==> config.mk <==
export PLATFORM = sky130hd
export DESIGN_NAME = regfile_wb_arbiter
export DESIGN_NICKNAME = d
export VERILOG_FILES = /design/src/rtl/regfile_wb_arbiter.sv
export SDC_FILE = /design/constraint.sdc
export NUM_CORES = 1
export LEC_CHECK = 0
export ABC_AREA = 1
export CAP_MARGIN = 10
export CORE_UTILIZATION = 50
export CTS_BUF_LIST = sky130_fd_sc_hd__clkbuf_4 sky130_fd_sc_hd__clkbuf_8
export DETAILED_ROUTE_END_ITERATION = 8
export PLACE_DENSITY = 0.8
export SLEW_MARGIN = 30
export SYNTH_ARGS = -nofsm -noshare
export SYNTH_HDL_FRONTEND = slang
export SYNTH_SLANG_ARGS = --single-unit
==> constraint.sdc <==
create_clock -name clk -period 5 [get_ports clk]
set_input_delay 0.5 -clock clk [delete_from_list [all_inputs] [get_ports clk]]
set_output_delay 0.5 -clock clk [all_outputs]
set_load 0.05 [all_outputs]
==> src/rtl/regfile_wb_arbiter.sv <==
// regfile_wb_arbiter
// Shares the register file's single write-back port between the in-order
// pipeline (port A, no backpressure) and a multi-cycle unit (port B,
// valid/ready into a 2-entry buffer). It also keeps a busy scoreboard of
// outstanding port-B destinations and raises stall_req when the B buffer
// starves.
//
// Optional build macro: WB_BYPASS_EN
//   defined   : a register being written by a B grant this cycle is not
//               reported as a hazard. The register file writes on the
//               negedge, so decode can read the value in the same cycle.
//   undefined : hazard comes only from the registered busy bits, so the
//               hazard clears one cycle after the write.
//
// Register 15 is the PC and does not exist in the file. Writes to it are
// dropped, but the item is still consumed. It never becomes busy and never
// flags a hazard.

module regfile_wb_arbiter #(
    parameter int WIDTH        = 32,
    parameter int STARVE_LIMIT = 4
) (
    input  logic             clk,
    input  logic             rst,
    input  logic             a_valid,
    input  logic [3:0]       a_dest,
    input  logic [WIDTH-1:0] a_data,
    input  logic             b_valid,
    output logic             b_ready,
    input  logic [3:0]       b_dest,
    input  logic [WIDTH-1:0] b_data,
    input  logic             iss_valid,
    input  logic [3:0]       iss_dest,
    input  logic [3:0]       chk_src1,
    input  logic [3:0]       chk_src2,
    input  logic [3:0]       chk_dest,
    output logic             hazard,
    output logic             stall_req,
    output logic             wb_en,
    output logic [3:0]       wb_dest,
    output logic [WIDTH-1:0] wb_data
);

    localparam logic [3:0] PC_REG    = 4'd15;
    localparam logic [3:0] STARVE_TH = 4'(STARVE_LIMIT);

    // Port-B buffer: two slots addressed by 1-bit read and write pointers.
    logic [3:0]       fifo_dest [2];
    logic [WIDTH-1:0] fifo_data [2];
    logic             rd_ptr;
    logic             wr_ptr;
    logic [1:0]       count;

    logic [14:0]      busy;
    logic [14:0]      busy_next;
    logic [14:0]      live_busy;
    logic [3:0]       starve_cnt;

    logic             b_nonempty;
    logic [3:0]       head_dest;
    logic [WIDTH-1:0] head_data;
    logic             grant_a;
    logic             grant_b;
    logic [3:0]       sel_dest;
    logic [WIDTH-1:0] sel_data;
    logic             push;
    logic             pop;
    logic             b_write;

    // Grant selection and write-back port drive. Everything is forced idle
    // while rst is high.
    always_comb begin
        b_nonempty = (count != 2'd0);
        head_dest  = fifo_dest[rd_ptr];
        head_data  = fifo_data[rd_ptr];

        b_ready    = !rst && (count < 2'd2);
        stall_req  = !rst && b_nonempty && (starve_cnt >= STARVE_TH);

        // B goes first when it is starving. Otherwise A goes first, and B
        // takes any cycle that A leaves free.
        grant_b    = !rst && b_nonempty && (stall_req || !a_valid);
        grant_a    = !rst && a_valid && !grant_b;

        sel_dest   = grant_b ? head_dest : a_dest;
        sel_data   = grant_b ? head_data : a_data;

        wb_en      = (grant_a || grant_b) && (sel_dest != PC_REG);
        wb_dest    = wb_en ? sel_dest : 4'd0;
        wb_data    = wb_en ? sel_data : '0;

        push       = b_valid && b_ready;
        pop        = grant_b;
        b_write    = grant_b && wb_en;
    end

    // Next busy vector. A set and a clear of the same register in one cycle
    // leave the register set.
    always_comb begin
        busy_next = busy;
        for (int i = 0; i < 15; i++) begin
            if (b_write && (wb_dest == 4'(i)))
                busy_next[i] = 1'b0;
            if (iss_valid && (iss_dest == 4'(i)))
                busy_next[i] = 1'b1;
        end
    end

    // Hazard lookup. Register 15 has no busy bit, so it never matches.
    always_comb begin
        live_busy = busy;
`ifdef WB_BYPASS_EN
        for (int i = 0; i < 15; i++) begin
            if (b_write && (wb_dest == 4'(i)))
                live_busy[i] = 1'b0;
        end
`endif
        hazard = 1'b0;
        for (int i = 0; i < 15; i++) begin
            if (live_busy[i] &&
                ((chk_src1 == 4'(i)) || (chk_src2 == 4'(i)) || (chk_dest == 4'(i))))
                hazard = 1'b1;
        end
    end

    // Port-B buffer storage, pointers and occupancy. Push and pop in the
    // same cycle leave count unchanged and keep the FIFO order.
    always_ff @(posedge clk or posedge rst) begin
        if (rst) begin
            rd_ptr <= 1'b0;
            wr_ptr <= 1'b0;
            count  <= 2'd0;
            for (int i = 0; i < 2; i++) begin
                fifo_dest[i] <= 4'd0;
                fifo_data[i] <= '0;
            end
        end else begin
            if (push) begin
                fifo_dest[wr_ptr] <= b_dest;
                fifo_data[wr_ptr] <= b_data;
                wr_ptr            <= ~wr_ptr;
            end
            if (pop)
                rd_ptr <= ~rd_ptr;
            case ({push, pop})
                2'b10:   count <= count + 2'd1;
                2'b01:   count <= count - 2'd1;
                default: count <= count;
            endcase
        end
    end

    // Busy scoreboard register.
    always_ff @(posedge clk or posedge rst) begin
        if (rst)
            busy <= '0;
        else
            busy <= busy_next;
    end

    // Starvation counter. It counts the cycles a queued B head waits and
    // saturates at 15.
    always_ff @(posedge clk or posedge rst) begin
        if (rst)
            starve_cnt <= 4'd0;
        else if (!b_nonempty || grant_b)
            starve_cnt <= 4'd0;
        else if (starve_cnt != 4'hF)
            starve_cnt <= starve_cnt + 4'd1;
    end

endmodule
Yosys cells after proc, flatten, opt, wreduce, memory -nomap -nowiden
Cells that the tools add are included.
Widths: inputs -> output; s select.
Storage, ports and cells
  output and inout port bits: 40
  memories: 0
  logic and storage cells: 288
  memory bits (writable): 0
  memory bits (read-only): 0
  bits in latches: 0
  input bits: 93
  flip-flop bits (word level): 95
Operators by class
  bitwise gates (word level): 4
  shift operators: 0
  multipliers: 0
  muxes and demuxes: 64
  reductions and logical operators: 115
  divide/modulo/power cells: 0
  equal/unequal tests: 74
  add/sub/neg operators: 3
  $lt $le $gt $ge: 5
Operator list (number)
  $mux 32: 6
  $eq 4x4->1 const B: 35
  $eq 4x3->1 const B: 20
  $bwmux 64: 1
  $logic_and 1x1->1: 55
  $mux 1: 45
  $eq 4x2->1 const B: 10
  $reduce_bool 2->1: 18
  $logic_or 1x1->1: 33
  $demux 32 s1: 1
  $mux 4: 8
  $eq 4x1->1 const B: 5
  $logic_not 4->1: 5
  $bwmux 8: 1
  $ne 4x4->1 const B: 2
  $add 4x1->4 const B: 1
  $demux 4 s1: 1
  $ge 2x2->1 const B: 2
  $ge 4x3->1 const B: 1
  $logic_not 1->1: 4
  $not 1->2: 2
  $pmux 2 s2: 1
  $add 2x1->2 const B: 1
  $eq 2x1->1 const B: 1
  5 further kinds: 6

Logic depth before layout (Yosys ltp)
  word-level depth: 19
  gate-level depth with buffers: 14
  gate-level depth less buffers: 13

Worst setup path before layout
Ideal clock, no wire load.
  path kind: register -> output
  start: register count[1]
  end: output wb_data[0]
  path buffers: 1
  stages on the path, launching flop included: 11
  required time: 4500 ps
  path slack: 2366 ps
  data arrival time: 2134 ps
  cells stage by stage: dfrtp_1 > nor2_2 > nor2_4 > buf_6 > nand3_2 > nand2_4 > nand2_2 > nor2_4 > nor2_8 > inv_8 > a21oi_1
On the way
  cells in the longest elaborated chain, start to end: 10
RTL lines
  start, declared: line 52  | logic [1:0] count;
  start signal, assigned: line 146  | 2'b10: count <= count + 2'd1;
  start signal, assigned: line 147  | 2'b01: count <= count - 2'd1;
  start signal, assigned: line 148  | default: count <= count;
  $reduce_bool 2->1 *: line 73  | b_nonempty = (count != 2'd0);
  $logic_and 1x1->1 *: line 78, 82
  $logic_and 1x1->1: line 78  | stall_req = !rst && b_nonempty && (starve_cnt >= STARVE_TH);
  $logic_or 1x1->1: line 82  | grant_b = !rst && b_nonempty && (stall_req || !a_valid);
  $logic_and 1x1->1 *: line 82
  branches (longest 3 deep; another with $mux 4)
  $logic_and 1x1->1 *: line 88  | wb_en = (grant_a || grant_b) && (sel_dest != PC_REG);
  named net wb_en: line 39  | output logic wb_en,
  $mux 32 *: line 90  | wb_data = wb_en ? sel_data : '0;
  end, declared: line 41  | output logic [WIDTH-1:0] wb_data
Mark *: on every way through the listed nets, which the timed path passes.

Worst setup path in the final report
  start: input rst
  end: output wb_data[28]
On the way
  cells in the longest elaborated chain, start to end: 10
RTL lines
  start, declared: line 24  | input logic rst,
  $logic_not 1->1 (no source line) *
  branches (longest 8 deep; another with $mux 4)
  $mux 32 *: line 90
Mark *: on every way between the ends.

==> flow_summary_export.csv <==
group,metric,value,unit
global_routing,grt_pass1_wl,23000,um
sta,fmax,0.254,GHz
clock_network,cts_tree,"done",
clock_network,cts_hold_buf,0,
worst_hold_path,min_from,"busy[9]",
route,drt_iter0_markers,347,
logic_synthesis,syn-num-nets,907,
logic_synthesis,synthCells,812,
clock_network,clock_latency,360,ps
global_routing,grt_max_degree,74,
worst_hold_path,whs_path_depth,2,
logic_synthesis,synth_area,5720,um2
final_layout,n_antenna_cell,0,
logic_synthesis,synth_cell_types,37,
final_layout,layout-drive-gt1-share,9.25,%
route,route.detailed.drc,0,
sta,fin_crit_sh,78.7,%
worst_setup_path,worstPathRequired,4500,ps
final_layout,final_cells,1070,
sta,finalClockSkew,17.0,ps
global_routing,grt_pass1_vias,5015,
outcome,status,"completed",
run,cap_violations,0,
logic_synthesis,yosysSeqAreaShare,41.5,%
final_layout,fillers,1018,
worst_setup_path,critPathArrivalTime,3440,ps
placed_design,io_buffers,132,
worst_setup_path,crit_fanout,43,
floorplanning,coreArea,11000,um2
clock_network,cts_buffers,9,
worst_setup_path,regToRegSetupSlack,2720,ps
global_routing,grt_overflow,0,
worst_setup_path,r2r-start,"count[0]",
power,leakagePower,3.64,nW
clock_network,htreeDepth,3,
clock_network,cts_resized,0,
global_routing,track_usage,25.0,%
sta,rsz0062_at_grt,"false",
final_layout,layout_commonest_cell,"nand2_1",
clock_network,post_cts_buffers,0,
worst_hold_path,min_path_type,"flip-flop to flip-flop",
route,wl,13700,um
floorplanning,num_rows,38,
sta,max_slew_margin,51.4,%
route,drtPass1Iterations,5,
clock_network,clock_sinks,95,
worst_hold_path,hold_end,"busy[9]",
power,cellPowerDensity,512,nW/um2
sta,setup_violations,0,
sta,hold_violations,0,
final_layout,layout_common_cells,"nand2_1 (354), clkdlybuf4s50_1 (132), dfrtp_1 (95)",
route,wl_per_cell,12.8,um
global_routing,antenna_found_initial,0,
worst_setup_path,start_kind,"primary input",
sta,worst_pin_slew,730,ps
final_layout,synthToLayoutAreaGrowth,27.1,%
final_layout,finalNetCount,1021,
worst_setup_path,end_kind,"output pin",
route,via_count,5329,
route,ant_nets,0,
floorplanning,die_y,109,um
sta,worst_slack,1060,ps
power,worst_ir_drop_vdd,0.000301,V
floorplanning,die_w,109,um
route,viasPerCell,4.98,
floorplanning,start_util,52.1,%
logic_synthesis,yosys_warnings,0,
worst_setup_path,reg2reg_depth,9,
worst_setup_path,worstSetupPathType,"primary input to output pin",
placed_design,place_congestion,0.898,
logic_synthesis,synth_seq_cells,95,
clock_network,cts_root_buffer,"clkbuf_8",
placed_design,dpl_cell_area,7050,um2
sta,setup_tns,0,ps
final_layout,final_area,7270,um2
sta,final_max_slew_viol_count,0,
worst_setup_path,worst_r2r_endpoint,"count[1]",
floorplanning,die_area,11900,um2
logic_synthesis,syn_area_per_cell,7.05,um2
sta,min_period,3940,ps
clock_network,clockBufferDepth,2,
floorplanning,ios,133,
placed_design,post-place-ws,1040,ps
clock_network,clk_pin_slew,80,ps
placed_design,dpl.hpwl,9860,um
placed_design,place_inst,1055,
-- registers in the layout, indices dropped and copies added (netlist names) --
name / flops
fifo_data: 64
busy: 15
fifo_dest: 8
starve_cnt: 4
count: 2
rd_ptr: 1
wr_ptr: 1
-- worst max path at each step --
stage	start	to	slack, ps	cells past startpoint
floorplan	rst	busy[0]	2020	1
finish	rst	wb_data[28]	1060	11
CTS	rst	wb_data[0]	1040	11
global placement	rst	wb_data[31]	1100	11
detailed placement	rst	wb_data[0]	1040	11
global route	rst	wb_data[1]	810	11
-- cell type report --
type	instances	area, um2	share of cell area, %
multi-input cells	594	2790	38.4
flip-flops and latches	95	2380	32.7
repair buffers	139	1370	18.9
inverters	87	335	4.61
well taps	140	175	2.41
clock buffers	10	138	1.89
clock inverters	5	82.6	1.14
-- cells in the mapped netlist --
library cell	n	area share [%]
nand2_1	354	23
dfrtp_1	95	42
inv_1	82	5.4
o21ai_0	76	6.6
nor2_1	34	2.2
nand3_1	33	2.9
a21oi_2	28	4.3
clkbuf_1	23	1.5
nand2_2	11	1.2
nand4_1	11	1.2
a21oi_1	6	0.52
nor2_4	5	0.98
nor3_1	5	0.44
buf_2	4	0.35
buf_6	4	0.79
inv_2	4	0.26
a22o_1	3	0.46
buf_12	3	1.0
nand2_4	3	0.59
nand3_2	3	0.52
nor2_2	3	0.33
xor2_1	3	0.46
buf_4	2	0.26
ha_1	2	0.44
o22ai_1	2	0.22
xnor2_1	2	0.31
a22oi_1	1	0.13
and3_1	1	0.11
inv_8	1	0.20
mux2i_1	1	0.17
nand3_4	1	0.31
nor2_8	1	0.35
o21a_1	1	0.13
o21ai_1	1	0.087
o21ai_2	1	0.15
o221ai_1	1	0.15
or2_1	1	0.11
-- cell families (layout without fill, tap and decap cells) --
| kind of cell | Yosys count | in the layout | share of synthesized area, % |
|---|---|---|---|
| fa+ha+maj | 2 | 2 | 0.437 |
| xor+xnor | 5 | 5 | 0.766 |
| flops | 95 | 95 | 41.5 |
| mux | 1 | 1 | 0.175 |
| buf+inv | 123 | 241 | 9.80 |
| compound gates | 120 | 120 | 12.8 |
| simple gates | 466 | 466 | 34.5 |
-- critical path: stages --
cell,delay [ps]
clkdlybuf4s50_1,520
nor2_4,320
nand2_4,350
nand2_1,220
nand2_4,90
nand2_2,100
nor2_4,50
nor2_8,150
inv_8,140
a21oi_2,140
clkdlybuf4s50_1,830
-- per-layer routing --
layer	part of all wire (%)	wire length [um]	global-route usage (%)	vias to the layer above
met2	47	6430	41.0	146
met1	46	6320	34.1	2414
li1	-	-	-	2754
met5	0	0	0	-
met4	1.3	182	7.05	0
met3	5.6	769	3.95	15
-- per-stage QoR --
step	util [%]	power [W]	hold WS [ps]
6_report	66.2	0.00373	479
5_1_grt	66.2	0.00404	495
4_1_cts	66.2	0.00375	480
3_5_place_dp	64.2	0.00319	458
3_3_place_gp	64.2	0.00315	459
2_1_floorplan	-	0.00271	436
-- power breakdown --
group | total [W] | internal, W | switching [W]
sequential | 0.00133 | 0.00112 | 0.000204
clock | 0.000555 | 0.000294 | 0.000261
combinational | 0.00184 | 0.000639 | 0.00121
total | 0.00373 | 0.00205 | 0.00167
Power figures use the tool's default switching activity.
